==> config.mk <==
export PLATFORM = sky130hd
export DESIGN_NAME = exception_commit_ctrl
export DESIGN_NICKNAME = d
export VERILOG_FILES = /design/src/rtl/exc_ctrl_pkg.sv /design/src/rtl/exc_prio_enc.sv /design/src/rtl/exception_commit_ctrl.sv
export SDC_FILE = /design/constraint.sdc
export NUM_CORES = 1
export LEC_CHECK = 0
export BUFFER_PORTS_ARGS = -buffer_cell sky130_fd_sc_hd__buf_2
export CORE_ASPECT_RATIO = 1.25
export CORE_UTILIZATION = 44
export DETAILED_ROUTE_END_ITERATION = 6
export PLACE_DENSITY = 0.74
export SLEW_MARGIN = 5
export SYNTH_ARGS = -nofsm -noshare
export SYNTH_HDL_FRONTEND = slang
export SYNTH_SLANG_ARGS = --single-unit
==> constraint.sdc <==
create_clock -name clk -period 2.5 [get_ports clk]
set_input_delay 0.5 -clock clk [delete_from_list [all_inputs] [get_ports clk]]
set_output_delay 0.5 -clock clk [all_outputs]
set_load 0.02 [all_outputs]
==> src/rtl/exc_ctrl_pkg.sv <==
// Shared types and constants for the exception commit controller: FSM states,
// exception-flag bit positions, Cause.ExcCode values and vector offsets.
package exc_ctrl_pkg;

   typedef enum logic [1:0] {S_IDLE, S_DRAIN, S_COMMIT, S_REDIRECT} state_e;
   typedef enum logic [1:0] {CLS_EXC, CLS_ERET, CLS_REFETCH} exc_class_e;

   localparam int NFLAGS = 14;

   // Flag bit positions; lower index = higher priority
   localparam int F_INT    = 0;
   localparam int F_IADEL  = 1;
   localparam int F_TLBR   = 2;
   localparam int F_TLBI   = 3;
   localparam int F_RI     = 4;
   localparam int F_SYS    = 5;
   localparam int F_BP     = 6;
   localparam int F_OV     = 7;
   localparam int F_TR     = 8;
   localparam int F_DADEL  = 9;
   localparam int F_DADES  = 10;
   localparam int F_TLBMOD = 11;
   localparam int F_ERET   = 12;
   localparam int F_REFET  = 13;

   localparam logic [4:0] EC_INT  = 5'h00;
   localparam logic [4:0] EC_MOD  = 5'h01;
   localparam logic [4:0] EC_TLBL = 5'h02;
   localparam logic [4:0] EC_TLBS = 5'h03;
   localparam logic [4:0] EC_ADEL = 5'h04;
   localparam logic [4:0] EC_ADES = 5'h05;
   localparam logic [4:0] EC_SYS  = 5'h08;
   localparam logic [4:0] EC_BP   = 5'h09;
   localparam logic [4:0] EC_RI   = 5'h0a;
   localparam logic [4:0] EC_OV   = 5'h0c;
   localparam logic [4:0] EC_TR   = 5'h0d;

   localparam int ST_BEV = 22;
   localparam int ST_EXL = 1;

   localparam logic [31:0] VEC_OFF_REFILL  = 32'h0000_0000;
   localparam logic [31:0] VEC_OFF_GENERAL = 32'h0000_0180;

endpackage

==> src/rtl/exc_prio_enc.sv <==
// Priority encoder: captured exception flags -> ExcCode, commit class and
// BadVAddr/refill qualifiers. Purely combinational.
module exc_prio_enc
   import exc_ctrl_pkg::*;
(
   input  logic [NFLAGS-1:0] i_flags,
   input  logic              i_is_store,
   output logic [4:0]        o_exccode,
   output exc_class_e        o_cls,
   output logic              o_needs_bva,
   output logic              o_is_refill,
   output logic              o_bva_from_pc
);

   always_comb begin
      o_exccode     = EC_INT;
      o_cls         = CLS_EXC;
      o_needs_bva   = 1'b0;
      o_is_refill   = 1'b0;
      o_bva_from_pc = 1'b0;
      if (i_flags[F_INT]) begin
         o_exccode = EC_INT;
      end else if (i_flags[F_IADEL]) begin
         o_exccode     = EC_ADEL;
         o_needs_bva   = 1'b1;
         o_bva_from_pc = 1'b1;
      end else if (i_flags[F_TLBR] || i_flags[F_TLBI]) begin
         o_exccode   = i_is_store ? EC_TLBS : EC_TLBL;
         o_needs_bva = 1'b1;
         o_is_refill = i_flags[F_TLBR];
      end else if (i_flags[F_RI]) begin
         o_exccode = EC_RI;
      end else if (i_flags[F_SYS]) begin
         o_exccode = EC_SYS;
      end else if (i_flags[F_BP]) begin
         o_exccode = EC_BP;
      end else if (i_flags[F_OV]) begin
         o_exccode = EC_OV;
      end else if (i_flags[F_TR]) begin
         o_exccode = EC_TR;
      end else if (i_flags[F_DADEL] || i_flags[F_DADES]) begin
         // either data address-error bit; the access direction picks the code
         o_exccode   = i_is_store ? EC_ADES : EC_ADEL;
         o_needs_bva = 1'b1;
      end else if (i_flags[F_TLBMOD]) begin
         o_exccode   = EC_MOD;
         o_needs_bva = 1'b1;
      end else if (i_flags[F_ERET]) begin
         o_cls = CLS_ERET;
      end else begin
         o_cls = CLS_REFETCH;
      end
   end

endmodule

==> src/rtl/exception_commit_ctrl.sv <==
// Precise exception / ERET / refetch commit sequencer between MEM, CP0 and IF.
//  state    | meaning
//  IDLE     | waiting for exc_valid, no flush
//  DRAIN    | waiting for data-bus traffic to finish (bounded by DRAIN_MAX)
//  COMMIT   | single cycle: CP0 strobes driven, redirect target computed
//  REDIRECT | redirect_valid held until IF acks
module exception_commit_ctrl
   import exc_ctrl_pkg::*;
#(
   parameter int          DRAIN_MAX  = 64,
   parameter logic [31:0] RESET_BASE = 32'hBFC0_0200,
   parameter logic [31:0] NORM_BASE  = 32'h8000_0000
) (
   input  logic              clk,
   input  logic              rst,
   input  logic              exc_valid,
   input  logic [NFLAGS-1:0] exc_flags,
   input  logic [31:0]       exc_pc,
   input  logic              exc_in_ds,
   input  logic [31:0]       exc_badvaddr,
   input  logic              exc_is_store,
   input  logic [31:0]       cp0_status,
   input  logic [31:0]       cp0_epc,
   input  logic              mem_busy,
   input  logic              redirect_ack,
   output logic              flush_req,
   output logic              cp0_wr_en,
   output logic [4:0]        cp0_exccode,
   output logic              cp0_epc_wr,
   output logic [31:0]       cp0_epc_val,
   output logic              cp0_bd,
   output logic              cp0_bva_wr,
   output logic [31:0]       cp0_bva_val,
   output logic              cp0_exl_set,
   output logic              cp0_exl_clr,
   output logic              redirect_valid,
   output logic [31:0]       redirect_pc,
   output logic              drain_timeout
);

   // The IDLE cycle counts toward the drain budget, hence the load of DRAIN_MAX-2
   localparam int               CNT_W    = (DRAIN_MAX > 2) ? $clog2(DRAIN_MAX - 1) : 1;
   localparam logic [CNT_W-1:0] CNT_LOAD = CNT_W'(DRAIN_MAX - 2);

   state_e            r_state;
   logic [NFLAGS-1:0] r_flags;
   logic [31:0]       r_pc;
   logic              r_ds;
   logic [31:0]       r_bva;
   logic              r_store;
   logic [CNT_W-1:0]  r_cnt;
   logic              r_flush;
   logic              r_rvalid;
   logic [31:0]       r_rpc;
   logic              r_timeout;

   logic [4:0]  w_exccode;
   exc_class_e  w_cls;
   logic        w_needs_bva;
   logic        w_is_refill;
   logic        w_bva_from_pc;
   logic        w_exl;
   logic        w_bev;
   logic        w_commit;
   logic        w_exc;
   logic        w_cnt_tc;
   logic [31:0] w_vec;
   logic [31:0] w_target;
   logic        w_unused_status;

   exc_prio_enc u_prio (
      .i_flags       (r_flags),
      .i_is_store    (r_store),
      .o_exccode     (w_exccode),
      .o_cls         (w_cls),
      .o_needs_bva   (w_needs_bva),
      .o_is_refill   (w_is_refill),
      .o_bva_from_pc (w_bva_from_pc)
   );

   assign w_exl           = cp0_status[ST_EXL];
   assign w_bev           = cp0_status[ST_BEV];
   assign w_unused_status = ^{cp0_status[31:23], cp0_status[21:2], cp0_status[0]};
   assign w_commit        = (r_state == S_COMMIT);
   assign w_exc           = w_commit && (w_cls == CLS_EXC);
   assign w_cnt_tc        = (r_cnt == '0);

   // CP0 strobes are live only in COMMIT so they see Status as it stands then
   assign cp0_wr_en   = w_exc;
   assign cp0_exl_set = w_exc;
   assign cp0_exl_clr = w_commit && (w_cls == CLS_ERET);
   assign cp0_exccode = w_exc ? w_exccode : 5'd0;
   assign cp0_epc_wr  = w_exc && !w_exl;
   assign cp0_epc_val = cp0_epc_wr ? (r_ds ? r_pc - 32'd4 : r_pc) : 32'd0;
   assign cp0_bd      = cp0_epc_wr && r_ds;
   assign cp0_bva_wr  = w_exc && w_needs_bva;
   assign cp0_bva_val = cp0_bva_wr ? (w_bva_from_pc ? r_pc : r_bva) : 32'd0;

   assign w_vec = (w_bev ? RESET_BASE : NORM_BASE)
                + ((w_is_refill && !w_exl) ? VEC_OFF_REFILL : VEC_OFF_GENERAL);

   always_comb begin
      w_target = r_pc;
      case (w_cls)
         CLS_EXC:  w_target = w_vec;
         CLS_ERET: w_target = cp0_epc;
         default:  w_target = r_pc;
      endcase
   end

   always_ff @(posedge clk) begin
      if (rst) begin
         r_state   <= S_IDLE;
         r_flags   <= '0;
         r_pc      <= '0;
         r_ds      <= 1'b0;
         r_bva     <= '0;
         r_store   <= 1'b0;
         r_cnt     <= '0;
         r_flush   <= 1'b0;
         r_rvalid  <= 1'b0;
         r_rpc     <= '0;
         r_timeout <= 1'b0;
      end else begin
         case (r_state)
            S_IDLE: begin
               if (exc_valid) begin
                  r_flags <= exc_flags;
                  r_pc    <= exc_pc;
                  r_ds    <= exc_in_ds;
                  r_bva   <= exc_badvaddr;
                  r_store <= exc_is_store;
                  r_cnt   <= CNT_LOAD;
                  r_flush <= 1'b1;
                  r_state <= mem_busy ? S_DRAIN : S_COMMIT;
               end
            end
            S_DRAIN: begin
               if (w_cnt_tc) begin
                  r_timeout <= 1'b1;
                  r_state   <= S_COMMIT;
               end else begin
                  r_cnt <= r_cnt - 1'b1;
                  if (!mem_busy) r_state <= S_COMMIT;
               end
            end
            S_COMMIT: begin
               r_rpc    <= w_target;
               r_rvalid <= 1'b1;
               r_state  <= S_REDIRECT;
            end
            S_REDIRECT: begin
               if (redirect_ack) begin
                  r_rvalid <= 1'b0;
                  r_flush  <= 1'b0;
                  r_rpc    <= '0;
                  r_state  <= S_IDLE;
               end
            end
            default: r_state <= S_IDLE;
         endcase
      end
   end

   assign flush_req      = r_flush;
   assign redirect_valid = r_rvalid;
   assign redirect_pc    = r_rpc;
   assign drain_timeout  = r_timeout;

endmodule

==> flow_summary.yaml <==
detailed_routing:
  first_iter_violations: 480
  wl_per_cell_um: 18.2
  via_count: 7281
  ant_nets: 0
  drt_pre_antenna_iters: 5
  viasPerCell: 5.57
  top_layer: "met4"
  wl_met3_mm: 1.41
  wl_met2_mm: 12.0
  routed_wirelength_mm: 23.7
  wl_met1_mm: 9.02
  drcViolationCount: 0
synth:
  synth-edff-count: 0
  synth_ff_type: "dfxtp_1"
  syn_nets: 996
  ys_seq_area_frac: 0.398
  yosys_warnings: 0
  synth.distinct_cells: 44
  ys_ff_latch: 122
  synth.avg_cell_area_um2: 7.31
  synthCells: 839
  async_reset_ff_frac: 0
  syn-cell-area_um2: 6130
timing:
  setup_slack_ps: -576
  rsz0062_at_grt: "true"
  final_max_slew_viol_count: 0
  fmaxAchievable_mhz: 325
  max-slew-margin-rel: 0.581
  fin_skew_ps: 5.99
  tns_ps: -10230
  layout_worst_path_cycle_share: 1.23
  min_period_ps: 3080
  hold_violations: 0
  finalSetupViolations: 50
  worst_pin_slew_ps: 628
power:
  intPower_w: 0.00496
  swShare: 0.349
  pwr-share-comb: 0.360
  p_clk_frac: 0.324
  p_leak_nw: 4.05
  power_switching_w: 0.00266
  vdd_drop_max_mv: 0.512
  finalPower_w: 0.00762
  power_frac_seq: 0.317
  powerDensity_nw_per_um2: 778
flow_run:
  drv_cap: 0
grt:
  grt_max_degree: 59
  grt_use_total: 0.314
  antenna_found_initial: 1
  grt_pass1_vias: 6899
  grt_pass1_wl_mm: 34.8
  gr-total-overflow: 0
die:
  die_w_um: 108
  rows: 47
  core_area_um2: 13400
  die_h_um: 134
  io_pins: 259
  initial_utilization: 0.458
  die_area_um2: 14400
placement:
  post-place-cells: 1241
  io_buffers: 226
  dp_hpwl_mm: 14.8
  gp_congestion: 0.866
  place_area_um2: 7910
setup_path:
  cp-end-kind: "output port"
  path_cells: "or4_4 > or4_4 > or4_4 > a21oi_4 > buf_6"
  crit_path_max_fanout: 5
  critical-path-top-delay-family: "simple AND/OR/NAND/NOR gates"
  crit_required_ps: 2000
  crit_path_frequent_cell: "or4_4"
  cpPeakStageDelay_ps: 540
  crit_arrival_ps: 2580
  timing.critical_path.buf_inv: 1
  crit_type: "register to output port"
  cp-start-kind: "register"
  crit_slowest_cell: "or4_4"
finish:
  final_cell_mix: "nand2_1, buf_2, dfxtp_1"
  fin_area_um2: 9790
  finalNonFillerCells: 1307
  drive_gt1_frac: 0.429
  nets: 1279
  layout_commonest_cell: "nand2_1"
  area_growth_pct: 59.7
hold_path:
  hold_path_class: "input port to register"
clock_network:
  h-tree-depth: 4
  cts_buffers: 17
  root_buffer: "clkbuf_16"
  cts_tree: "done"
  cts_hold_buf: 0
  clk_latency_ps: 410
  max-clock-path-buffers: 2
  clkTransAtPathRegs_ps: 60
  cts_sinks: 122
run_status:
  violations: "negative setup slack"
  status: "finished with violations"
## stage by stage
step           hold WS, ps   util  setup WS (ps)
2_1_floorplan          437      -           -206
3_3_place_gp           427  0.590           -259
6_report               314  0.730           -576
3_5_place_dp           438  0.590           -285
4_1_cts                303  0.705           -581
5_1_grt                315  0.730           -631
## layout make-up
cell class,count,area (um^2)
antenna,1,2.50
inverter,13,48.8
fill,985,3610
clock buffer,23,468
timing repair buffer,332,2390
sequential,122,2460
multi-input combinational,636,4090
tap,171,214
clock inverter,9,120
## worst reg2reg max path, stage by stage (launching register included)
cell,delay [ps]
dfxtp_1,320
inv_1,160
ha_4,150
buf_4,190
nor2b_1,340
nor2b_1,260
and3_1,430
a221o_1,190
## timing repair
item / CTS / global route
gates resized for setup: 180 / 81
setup endpoints to repair: 64 / 67
cloned: 6 / 1
hold endpoints to repair: 0 / 0
buffers inserted: 21 / 9
pin swaps: 22 / 15
## state kept, by name (all words and copies together), names as in the netlist, 2 cells and up
signal       flops
r_cnt            6
r_flags         13
redirect_pc     32
r_bva           32
r_state          2
r_pc            32
## metal layers
layer | GRT usage | vias up
met5 | 0 | -
met4 | 0.166 | 0
met3 | 0.0607 | 107
met2 | 0.548 | 355
met1 | 0.360 | 3396
li1 | - | 3423
## cell usage after synthesis (3+ instances only)
cell type | count | area share
nand2_1 | 261 | 0.16
a21oi_1 | 138 | 0.11
dfxtp_1 | 122 | 0.40
clkbuf_1 | 60 | 0.037
o21ai_0 | 33 | 0.027
nor2_1 | 29 | 0.018
mux2i_1 | 26 | 0.042
or3_1 | 15 | 0.015
or4_1 | 15 | 0.018
inv_1 | 13 | 0.0080
o31ai_1 | 11 | 0.013
mux2_2 | 10 | 0.018
xor2_1 | 10 | 0.014
a221o_1 | 9 | 0.015
ha_1 | 8 | 0.016
nand4_1 | 8 | 0.0082
nor3_1 | 6 | 0.0049
and2_1 | 5 | 0.0051
a31oi_1 | 4 | 0.0041
nand2b_1 | 4 | 0.0041
nand3_1 | 4 | 0.0033
nor4_1 | 4 | 0.0041
o211ai_1 | 4 | 0.0049
a211oi_1 | 3 | 0.0037
buf_1 | 3 | 0.0018
buf_2 | 3 | 0.0024
nand3b_1 | 3 | 0.0037
nor2b_1 | 3 | 0.0031
nor3b_1 | 3 | 0.0037
xnor2_1 | 3 | 0.0043
## worst paths after layout
check | startpoint | to | slack, ps | cells past startpoint
worst max-delay path | r_pc[23] | cp0_epc_val[29] | -580 | 5
worst max register to register | r_state[0] | redirect_pc[22] | 400 | 7
worst min register to register | redirect_pc[6] | redirect_pc[6] | 450 | 2
worst min-delay path | exc_flags[11] | r_flags[11] | 310 | 3
## cells by family after synthesis
group	Yosys count	synth area share
DFF	122	0.398
other	1	0.000611
and+or+nand+nor	371	0.266
xor gates and xnor gates	13	0.0186
adders and majority gates	8	0.0163
AOI/OAI and AO/OA	206	0.186
muxes	36	0.0608
buffers and inverters	82	0.0532
## power by group through the flow
stage	sequential, W	combinational (W)	clock (W)
global placement	0.00242	0.00210	0
floorplan	0.00246	0.00136	0
detailed placement	0.00242	0.00214	0
finish	0.00241	0.00274	0.00247
CTS	0.00239	0.00254	0.00250
global route	0.00244	0.00295	0.00259
(Power assumes the default switching activity.)
